--- config.mk ---
export PLATFORM = sky130hd
export DESIGN_NAME = lmsm_sequencer
export DESIGN_NICKNAME = d
export VERILOG_FILES = /design/src/rtl/lmsm_pkg.sv /design/src/rtl/priority_encoder.sv /design/src/rtl/lmsm_sequencer.sv
export SDC_FILE = /design/constraint.sdc
export NUM_CORES = 1
export LEC_CHECK = 0
export CAP_MARGIN = 30
export CORE_MARGIN = 4
export CORE_UTILIZATION = 40
export CTS_CLUSTER_DIAMETER = 150
export DETAILED_ROUTE_END_ITERATION = 16
export GPL_TIMING_DRIVEN = 0
export PLACE_DENSITY = 0.79
export SLEW_MARGIN = 20
export SYNTH_ARGS = -nofsm -noshare
export SYNTH_HDL_FRONTEND = slang
export SYNTH_SLANG_ARGS = --single-unit
--- constraint.sdc ---
create_clock -name clk -period 2.05 [get_ports clk]
set_clock_uncertainty 0.1 [all_clocks]
set_input_delay 0.41 -clock clk [delete_from_list [all_inputs] [get_ports clk]]
set_output_delay 0.41 -clock clk [all_outputs]
set_load 0.005 [all_outputs]
--- src/rtl/lmsm_pkg.sv ---
// Shared types and defaults for the LM/SM sequencer.
package lmsm_pkg;

    localparam int ADDR_W_DEF = 16;
    localparam int LIST_W_DEF = 8;
    localparam int REG_IDX_W  = 3;

    typedef enum logic [1:0] {
        IDLE   = 2'd0,
        ACCESS = 2'd1,
        DONE   = 2'd2
    } state_t;

endpackage

--- src/rtl/priority_encoder.sv ---
// Index of the lowest set bit of an 8-bit vector; output for all-zero input is 0.
module priority_encoder (
    input  logic [7:0] imm8,
    output logic [2:0] firstOnePosition
);

    always_comb begin
        firstOnePosition = 3'd0;
        for (int i = 7; i >= 0; i--) begin
            if (imm8[i]) firstOnePosition = 3'(i);
        end
    end

endmodule

--- src/rtl/lmsm_sequencer.sv ---
// LM/SM sequencer: walks the register list lowest-first, one memory word per set bit.
// Optional base-register writeback is enabled by defining LMSM_BASE_WRITEBACK_EN.
//
// state  | meaning
// IDLE   | waiting for start; operands captured on start
// ACCESS | one transfer per set mask bit, held until mem_ready
// DONE   | one-cycle completion pulse (and optional base writeback)
module lmsm_sequencer
    import lmsm_pkg::*;
#(
    parameter int ADDR_W = ADDR_W_DEF,
    parameter int LIST_W = LIST_W_DEF
) (
    input  logic                 clk,
    input  logic                 reset,
    input  logic                 start,
    input  logic                 is_store,
    input  logic [LIST_W-1:0]    imm8,
    input  logic [ADDR_W-1:0]    base_addr,
    input  logic                 mem_ready,
    output logic [ADDR_W-1:0]    mem_addr,
    output logic                 mem_rd,
    output logic                 mem_wr,
    output logic [REG_IDX_W-1:0] reg_addr,
    output logic                 rf_wr,
    output logic                 base_wr,
    output logic [ADDR_W-1:0]    base_wr_data,
    output logic                 busy,
    output logic                 done
);

    state_t                 state_q;
    state_t                 state_d;
    logic [LIST_W-1:0]      mask_q;
    logic [LIST_W-1:0]      mask_clr;
    logic [ADDR_W-1:0]      addr_q;
    logic                   store_q;
    logic [REG_IDX_W-1:0]   low_idx;

    priority_encoder u_penc (
        .imm8             (mask_q),
        .firstOnePosition (low_idx)
    );

    always_comb begin
        mask_clr          = mask_q;
        mask_clr[low_idx] = 1'b0;
    end

    always_ff @(posedge clk or posedge reset) begin
        if (reset) state_q <= IDLE;
        else       state_q <= state_d;
    end

    always_comb begin
        state_d = state_q;
        case (state_q)
            IDLE: begin
                if (start) state_d = (imm8 != '0) ? ACCESS : DONE;
            end
            ACCESS: begin
                if (mem_ready && (mask_clr == '0)) state_d = DONE;
            end
            DONE:    state_d = IDLE;
            default: state_d = IDLE;
        endcase
    end

    // Operands are latched only on an accepted start, so later input changes are invisible.
    always_ff @(posedge clk or posedge reset) begin
        if (reset) begin
            mask_q  <= '0;
            addr_q  <= '0;
            store_q <= 1'b0;
        end else if ((state_q == IDLE) && start) begin
            mask_q  <= imm8;
            addr_q  <= base_addr;
            store_q <= is_store;
        end else if ((state_q == ACCESS) && mem_ready) begin
            mask_q  <= mask_clr;
            addr_q  <= addr_q + ADDR_W'(1);
        end
    end

    always_comb begin
        mem_addr     = '0;
        mem_rd       = 1'b0;
        mem_wr       = 1'b0;
        reg_addr     = '0;
        rf_wr        = 1'b0;
        base_wr      = 1'b0;
        base_wr_data = '0;
        busy         = (state_q != IDLE);
        done         = (state_q == DONE);
        case (state_q)
            ACCESS: begin
                mem_addr = addr_q;
                reg_addr = low_idx;
                mem_rd   = ~store_q;
                mem_wr   = store_q;
                rf_wr    = ~store_q & mem_ready;
            end
            DONE: begin
`ifdef LMSM_BASE_WRITEBACK_EN
                // addr has advanced once per transfer, so it already holds base+N.
                base_wr      = 1'b1;
                base_wr_data = addr_q;
`else
                base_wr      = 1'b0;
                base_wr_data = '0;
`endif
            end
            default: ;
        endcase
    end

endmodule
==> results of run 1 <==
-- final cells by class --
type	count	area share [%]
plain buffers	24	6.562
clock inverters	1	0.1848
well taps	52	2.403
flip-flops and latches	27	25.14
inverters	4	0.5545
clock buffers	3	1.525
multi-input cells	181	40.57
repair buffers	65	23.06
-- layout by cell type (no fill, tap or decap), drive strengths merged, types with 4 or more instances in the layout --
cell type / n
buf: 32
nor2: 25
dlygate4sd2: 10
dfrtp: 27
inv: 4
nand4: 5
a31oi: 5
clkbuf: 10
nand2: 28
clkdlybuf4s15: 11
o21ai: 11
conb: 17
and2: 15
clkdlybuf4s50: 28
nor2b: 4
a21oi: 9
a211oi: 4
nor3: 4
-- metal layers --
| metal | track usage [%] | wire length (um) |
|---|---|---|
| met2 | 29.18 | 2582 |
| met5 | 0 | 0 |
| met1 | 28.98 | 2279 |
| met3 | 2.639 | 445 |
| met4 | 6.602 | 56 |
-- cells in the mapped netlist (all sizes together), types with 2 or more instances --
| cell | number |
|---|---|
| nand2 | 28 |
| nor2b | 4 |
| nand4b | 2 |
| nor4 | 3 |
| dfrtp | 27 |
| a31o | 3 |
| a211oi | 4 |
| nor2 | 25 |
| o22ai | 3 |
| nand2b | 2 |
| a31oi | 5 |
| and3b | 2 |
| nand4 | 5 |
| o311ai | 2 |
| inv | 4 |
| xnor2 | 3 |
| nor3 | 4 |
| a21oi | 9 |
| o211ai | 3 |
| a22o | 3 |
| a22oi | 2 |
| and2 | 15 |
| or3 | 3 |
| buf | 19 |
| or4 | 2 |
| a311oi | 2 |
| o21ai | 11 |
| nand3 | 3 |
| clkbuf | 8 |
-- worst reg2reg max path, cell delays in order (launching register included) --
cell	delay, ns
dfrtp_2	0.45
buf_4	0.14
nand2b_1	0.14
buf_6	0.15
or3_4	0.42
or3_1	0.35
a31oi_1	0.17
-- metrics by stage --
stage                     instances  total power, mW  instance area, um^2  utilization (%)
final                           357            3.745                 2708            61.34
after global routing            357            4.077                 2708            61.34
after CTS                       358            3.636                 2670            60.49
after detailed placement        344            3.200                 2510            56.86
after global placement          343            3.153                 2482            56.24
after floorplan                 239            2.241                 1897                -
-- registers in the layout, summed over array words and instances (netlist names) --
register and count:
mask_q 8, addr_q 16, store_q 1, state_q 2
-- repair_timing --
| action | 4_1_cts | 5_1_grt |
|---|---|---|
| pin swaps | 4 | 1 |
| resized for setup | 47 | 22 |
| cloned | 1 | 0 |
| endpoints found under the setup margin | 30 | 32 |
| buffers inserted | 11 | 0 |
-- power by group through the flow --
stage | logic, mW | registers (mW) | clock network, mW
after floorplan | 1.23 | 1.01 | 0
after CTS | 2.22 | 1.10 | 0.317
final | 2.30 | 1.13 | 0.318
after global routing | 2.55 | 1.18 | 0.339
after detailed placement | 2.12 | 1.08 | 0
after global placement | 2.08 | 1.07 | 0
-- logic make-up after synthesis --
logic type      count (synthesis)  synth area share [%]
xor+xnor                        4                 1.908
compound gates                 54                 20.23
buf+inv                        31                 10.29
fa+ha+maj                       2                 1.226
simple gates                  104                 29.36
other cells                     1                0.2042
flops                          27                 36.78
-- how the worst max path moves through the flow --
stage                  end       start  cells past startpoint  slack [ns]
3_3_place_gp         rf_wr   mem_ready                      4       -0.46
2_1_floorplan   addr_q[11]  state_q[1]                      5        0.30
3_5_place_dp         rf_wr   mem_ready                      4       -0.47
5_1_grt        mem_addr[1]  state_q[1]                      5      0.0006
4_1_cts        reg_addr[1]   mask_q[4]                      4       -0.21
6_report        addr_q[11]  state_q[1]                      6        0.06
==> impl_metrics.tcl, run 1 <==
set metrics [dict create \
    grt_pass1_wl_mm 8.556 \
    slowest_delay_ns 0.45 \
    sw_frac_of_total_pct 43.03 \
    endpoint_kind "flop" \
    reg2reg_depth 6 \
    synth_edf_count 0 \
    numCtsBuffers 3 \
    clock_power_share_pct 8.5 \
    finalCritPeriodShare_pct 97.21 \
    combPwrFrac_pct 61.4 \
    critPathKind "flop to flop" \
    gp_congestion 0.8661 \
    drive_above_1_share_pct 20.33 \
    cp_top_family "simple AND/OR/NAND/NOR gates" \
    placementRows 24 \
    final_net_count 336 \
    leakage_nw 1.226 \
    fin_crit_ns 1.993 \
    hold_path.class "primary input to async pin" \
    dieArea_mm2 0.005740 \
    syn_inst 223 \
    track_usage_pct 19.57 \
    netlist_area_mm2 0.001837 \
    yosys_warnings 0 \
    coreArea_mm2 0.004414 \
    cts_sinks 27 \
    status "completed" \
    hold_violations 0 \
    path_cells "buf_4 > nand2b_1 > buf_6 > or3_4 > or3_1 > a31oi_1" \
    tightest_slew_ns 0.5526 \
    start_util_pct 41.61 \
    dp_slack_ns -0.4715 \
    async_flop_share_pct 100.0 \
    switching_power_mw 1.611 \
    fp.dieW_um 75.77 \
    drtIter0Drc 223 \
    wirelength_mm 5.363 \
    yosysSeqAreaShare_pct 36.78 \
    die_h_um 75.77 \
    irDropWorstVdd_uv 502.1 \
    synth_area_leaders "dfrtp_1 (37%), buf_4 (6.9%), nand2_1 (5.7%), and2_1 (5.1%), nor2_1 (5.1%)" \
    clk_latency_ns 0.28 \
    fin_ws_ns 0.05725 \
    r2r_start "state_q[1]" \
    synth.distinct_cells 50 \
    grt_pass1_vias 1747 \
    ant_nets 0 \
    yosys_most_used_dff "dfrtp_1" \
    wl_per_cell_um 15.02 \
    cts_tree "yes" \
    cts_buffer_depth 2 \
    num_vias 1905 \
    path_clk_slew_ns 0.10 \
    numPortBuffers 52 \
    drc 0 \
    multi_input_area_mm2 0.001099 \
    cts_hold_buf 0 \
    viasPerCell 5.336 \
    max_clock_freq_ghz 0.5018 \
    synth.ff_latch_count 27 \
    intPower_mw 2.133 \
    syn_area_per_cell_um2 8.237 \
    hpwl_mm 3.766 \
    antennaDiodeCount 0 \
    crit_arrival_ns 2.10 \
    grt_max_degree 18 \
    crit_path_top_delay_cell "dfrtp_2" \
    worstPathRequired_ns 2.16 \
    syn_to_final_growth_pct 47.41 \
    register_area_um2 680.7 \
    h-tree-depth 1 \
    synth_top_area_share_pct 36.78 \
    p_per_area_mw_per_mm2 1383 \
    start_kind "flop" \
    cp_num_buf_inv 2 \
    slew_headroom_pct 63.12 \
    rsz0062_at_grt "false" \
    r2r-end "addr_q[11]" \
    synth_top_area_cell "dfrtp_1" \
    drv_cap 0 \
    finalSetupTns_ns 0 \
    crit_fanout 10 \
    fillers 408 \
    grt-ovfl-total 0 \
    first_pass_iters 4 \
    rrSetupSlack_ns 0.06 \
    finalSetupViolations 0 \
    whs_ns 0.3643 \
    pwr-share-seq_pct 30.1 \
    cts-root-buf "clkbuf_8" \
    finalMaxSlewViolations 0 \
    io_pins 70 \
    antenna_found_initial 0 \
]
Note: power is estimated with default switching activity, not from simulation.
==> inputs of run 2 (changes only) <==
--- a/config.mk
+++ b/config.mk
@@ -6,7 +6,6 @@
 export NUM_CORES = 1
 export LEC_CHECK = 0
 export CAP_MARGIN = 30
-export CORE_MARGIN = 4
 export CORE_UTILIZATION = 40
 export CTS_CLUSTER_DIAMETER = 150
 export DETAILED_ROUTE_END_ITERATION = 16
==> constraint.sdc (replaced) <==
create_clock -name clk -period 2.05 [get_ports clk]
set_clock_uncertainty 0.1 [all_clocks]
set_input_delay 0.41 -clock clk [delete_from_list [all_inputs] [get_ports clk]]
set_output_delay 0.41 -clock clk [all_outputs]
set_load 0.05 [all_outputs]
==> impl_metrics.tcl, run 2 (synthesized netlist as in run 1, its figures left out) <==
set metrics [dict create \
    status "completed" \
    grt-ovfl-total 0 \
    first_pass_iters 4 \
    irDropWorstVdd_uv 1166 \
    antennaDiodeCount 0 \
    path_clk_slew_ns 0.10 \
    leakage_nw 1.232 \
    register_area_um2 680.7 \
    cts-root-buf "clkbuf_8" \
    hold_violations 0 \
    die_h_um 69.77 \
    fin_area_mm2 0.002701 \
    numPortBuffers 52 \
    largest_reg_flops 16 \
    slew_headroom_pct 64.57 \
    final_common_cell "buf_4" \
    ant_nets 0 \
    multi_input_area_mm2 0.001120 \
    critPathKind "flop to output pin" \
    clk_latency_ns 0.28 \
    cts_hold_buf 0 \
    h-tree-depth 1 \
    start_util_pct 41.89 \
    viasPerCell 5.524 \
    drc 0 \
    final_cell_mix "buf_4 (36), nand2_1 (27), clkdlybuf4s50_1 (27), dfrtp_1 (23), nor2_1 (21)" \
    antenna_found_initial 0 \
    io_pins 70 \
    p_per_area_mw_per_mm2 1852 \
    cts_sinks 27 \
    finalSetupViolations 0 \
    wirelength_mm 5.690 \
    fin_util_pct 61.62 \
    cts_buffer_depth 2 \
    grt_pass1_vias 1858 \
    num_vias 1983 \
    hold_path.class "primary input to async pin" \
    crit_fanout 8 \
    fillers 393 \
    coreArea_mm2 0.004384 \
    fin_crit_ns 2.008 \
    gp_congestion 0.8964 \
    fp.dieW_um 69.77 \
    worstPathRequired_ns 1.54 \
    whs_ns 0.3024 \
    numCtsBuffers 3 \
    track_usage_pct 22.56 \
    finalCritPeriodShare_pct 97.93 \
    max_clock_freq_ghz 0.4981 \
    dieArea_mm2 0.004867 \
    tightest_slew_ns 0.5266 \
    final_net_count 338 \
    grt_max_degree 20 \
    wl_per_cell_um 15.85 \
    endpoint_kind "output pin" \
    placementRows 24 \
    cts_tree "yes" \
    finalMaxSlewViolations 0 \
    drtIter0Drc 154 \
    drive_above_1_share_pct 28.34 \
    grt_pass1_wl_mm 8.783 \
    crit_arrival_ns 1.50 \
    start_kind "flop" \
    hpwl_mm 3.864 \
    top_regs "addr_q x16, mask_q x8, state_q x2" \
    syn_to_final_growth_pct 47.07 \
    drv_cap 0 \
    post_dp_cell_area_mm2 0.002510 \
    regMostFlops "addr_q" \
]
-- run 2: per-stage QoR --
stage | instances | worst slack, ns | TNS [ns] | total power [mW]
2_1_floorplan | 239 | 0.02635 | 0 | 3.322
5_1_grt | 359 | -0.02606 | -0.04933 | 5.266
3_3_place_gp | 343 | -0.8162 | -18.48 | 4.257
6_report | 359 | 0.04244 | 0 | 5.003
3_5_place_dp | 344 | -0.8175 | -18.67 | 4.298
4_1_cts | 350 | -0.01535 | -0.02714 | 4.634
-- run 2: area by class of cell --
| class | count | area share [%] |
|---|---|---|
| multi-input combinational | 181 | 41.45 |
| sequential | 27 | 25.20 |
| timing repair buffer | 65 | 21.72 |
| buffer | 26 | 6.948 |
| tap | 52 | 2.409 |
| clock buffer | 3 | 1.528 |
| inverter | 4 | 0.5558 |
| clock inverter | 1 | 0.1853 |
-- run 2: critical path, stage by stage, from the launching register on --
cell,delay (ns)
dfrtp_2,0.47
nor2b_4,0.15
buf_4,0.16
clkbuf_16,0.13
and2_1,0.14
buf_6,0.16
-- run 2: final timing paths --
path,from,end,slack [ns],cells after the start
worst max-delay path,state_q[1],mem_addr[12],0.04,5
worst max register to register,state_q[0],addr_q[7],0.05,6
worst min-delay path,reset,mask_q[2],0.30,2
min in group clk,store_q,store_q,0.43,2
worst min register to register,store_q,store_q,0.43,2
max in group asynchronous,reset,addr_q[2],1.07,3
-- run 2: per-layer routing --
metal	global-route usage [%]	routed length, um	up-vias
met1	31.11	2416	924
met2	35.58	2687	107
met3	3.052	451	15
met5	0	0	-
li1	-	-	937
met4	9.333	134	0
-- run 2: where the power goes --
group | internal [mW] | switching (mW) | leakage, nW | total [mW]
registers | 0.792 | 0.351 | 0.318 | 1.14
logic | 1.31 | 2.24 | 0.889 | 3.54
clock network | 0.137 | 0.181 | 0.0255 | 0.317
total | 2.24 | 2.77 | 1.23 | 5.00
-- run 2: timing repair --
item	CTS	global route
pin swaps	2	2
setup buffers	3	8
resized for setup	129	29
cloned	0	1
setup endpoints to repair	35	24
==> inputs of run 3 (changes only) <==
--- a/config.mk
+++ b/config.mk
@@ -6,6 +6,7 @@
 export NUM_CORES = 1
 export LEC_CHECK = 0
 export CAP_MARGIN = 30
+export CORE_ASPECT_RATIO = 0.5
 export CORE_UTILIZATION = 40
 export CTS_CLUSTER_DIAMETER = 150
 export DETAILED_ROUTE_END_ITERATION = 16
==> impl_metrics.tcl, run 3 (synthesized netlist as in run 1, its figures left out) <==
set metrics [dict create \
    status "complete, but fails checks" \
    violations "design-rule violations, negative setup slack" \
    numPortBuffers 52 \
    critPathKind "flop to output pin" \
    crit_path_top_delay_cell "dfrtp_2" \
    largest_reg_flops 16 \
    top_regs "addr_q x16, mask_q x8, state_q x2" \
    ant_nets 0 \
    cp_num_cells 3 \
    wl_per_cell_um 15.28 \
    die_h_um 49.92 \
    max_clock_freq_ghz 0.4778 \
    cts_hold_buf 0 \
    power.total_mw 4.915 \
    drive_above_1_share_pct 27.48 \
    finalCritPeriodShare_pct 102.1 \
    placementRows 16 \
    rrSetupSlack_ns 0.15 \
    p_per_area_mw_per_mm2 1844 \
    antennaDiodeCount 0 \
    grt_max_degree 19 \
    cts_sinks 27 \
    start_util_pct 44.32 \
    final_common_cell "buf_4" \
    fin_util_pct 64.34 \
    dieArea_mm2 0.004883 \
    post_dp_cell_area_mm2 0.002512 \
    syn_to_final_growth_pct 45.16 \
    irDropWorstVdd_uv 926.9 \
    fin_ws_ns -0.04297 \
    whs_ns 0.3158 \
    hold_path.class "primary input to async pin" \
    register_area_um2 681.9 \
    start_kind "flop" \
    grt_pass1_wl_mm 8.528 \
    worstPathRequired_ns 1.54 \
    fin_area_mm2 0.002666 \
    slew_headroom_pct 63.84 \
    cts_buffer_depth 2 \
    num_vias 1960 \
    cp_num_buf_inv 2 \
    dp_slack_ns -0.7622 \
    regMostFlops "addr_q" \
    slowest_delay_ns 0.46 \
    h-tree-depth 1 \
    antenna_found_initial 0 \
    multi_input_area_mm2 0.001104 \
    rsz0062_at_grt "true" \
    coreArea_mm2 0.004144 \
    finalSetupTns_ns -0.04297 \
    gp_congestion 0.8499 \
    track_usage_pct 22.18 \
    tightest_slew_ns 0.5424 \
    cp_top_family "buffers and inverters" \
    grt_pass1_vias 1789 \
    cts_tree "yes" \
    endpoint "busy" \
    final_cell_mix "buf_4 (34), clkdlybuf4s50_1 (28), nand2_1 (27), dfrtp_1 (22), nor2_1 (21)" \
    final_net_count 333 \
    fillers 360 \
    crit_arrival_ns 1.58 \
    clk_latency_ns 0.28 \
    cts-root-buf "clkbuf_8" \
    drtIter0Drc 187 \
    path_clk_slew_ns 0.10 \
    hold_violations 0 \
    leakage_nw 1.183 \
    final-instance-count-excl-fill 356 \
    io_pins 70 \
    fp.dieW_um 97.83 \
    path_cells "buf_4 > or2_2 > dlygate4sd2_1" \
    r2r_start "state_q[1]" \
    critPathLaunch "state_q[0]" \
    fin_crit_ns 2.093 \
    hpwl_mm 3.805 \
    grt-ovfl-total 0 \
    numCtsBuffers 3 \
    r2r-end "addr_q[11]" \
    reg2reg_depth 5 \
    crit_fanout 7 \
    dp_cells 346 \
    first_pass_iters 10 \
    drv_cap 0 \
    finalMaxSlewViolations 0 \
    endpoint_kind "output pin" \
    viasPerCell 5.506 \
    drc 8 \
    wirelength_mm 5.439 \
    finalSetupViolations 1 \
]
-- run 3: final cells by class --
class	count	share of cell area, %
plain buffers	24	6.710
flip-flops and latches	27	25.57
clock buffers	3	1.549
clock inverters	1	0.2816
inverters	4	0.5631
multi-input cells	181	41.39
repair buffers	62	21.40
well taps	54	2.534
-- run 3: layer usage --
layer  global-route usage [%]  up-vias  wire [um]
met1                    28.93      935       2455
met4                    4.293        0         63
met5                        0        -          0
met3                    5.816        8        409
met2                    37.32       89       2511
li1                         -      928          -
-- run 3: power breakdown --
group          total (mW)  switching [mW]  internal [mW]
Combinational        3.43            2.17           1.26
Sequential           1.16           0.365          0.793
Clock               0.329           0.190          0.139
-- run 3: worst min-delay path by stage --
stage / from / to / slack (ns) / cells after the start
floorplan: reset / addr_q[0] / 0.36 / 1
CTS: reset / mask_q[4] / 0.33 / 2
global route: reset / mask_q[4] / 0.39 / 2
global placement: store_q / store_q / 0.40 / 2
detailed placement: store_q / store_q / 0.43 / 2
finish: reset / mask_q[5] / 0.32 / 2
-- run 3: what timing repair did --
item                                    in CTS  in global routing
endpoints found under the hold margin        0                  0
resized for setup                          122                 30
pin swaps                                    3                  0
setup buffers                                3                  5
cloned                                       0                  1
endpoints found under the setup margin      38                 20
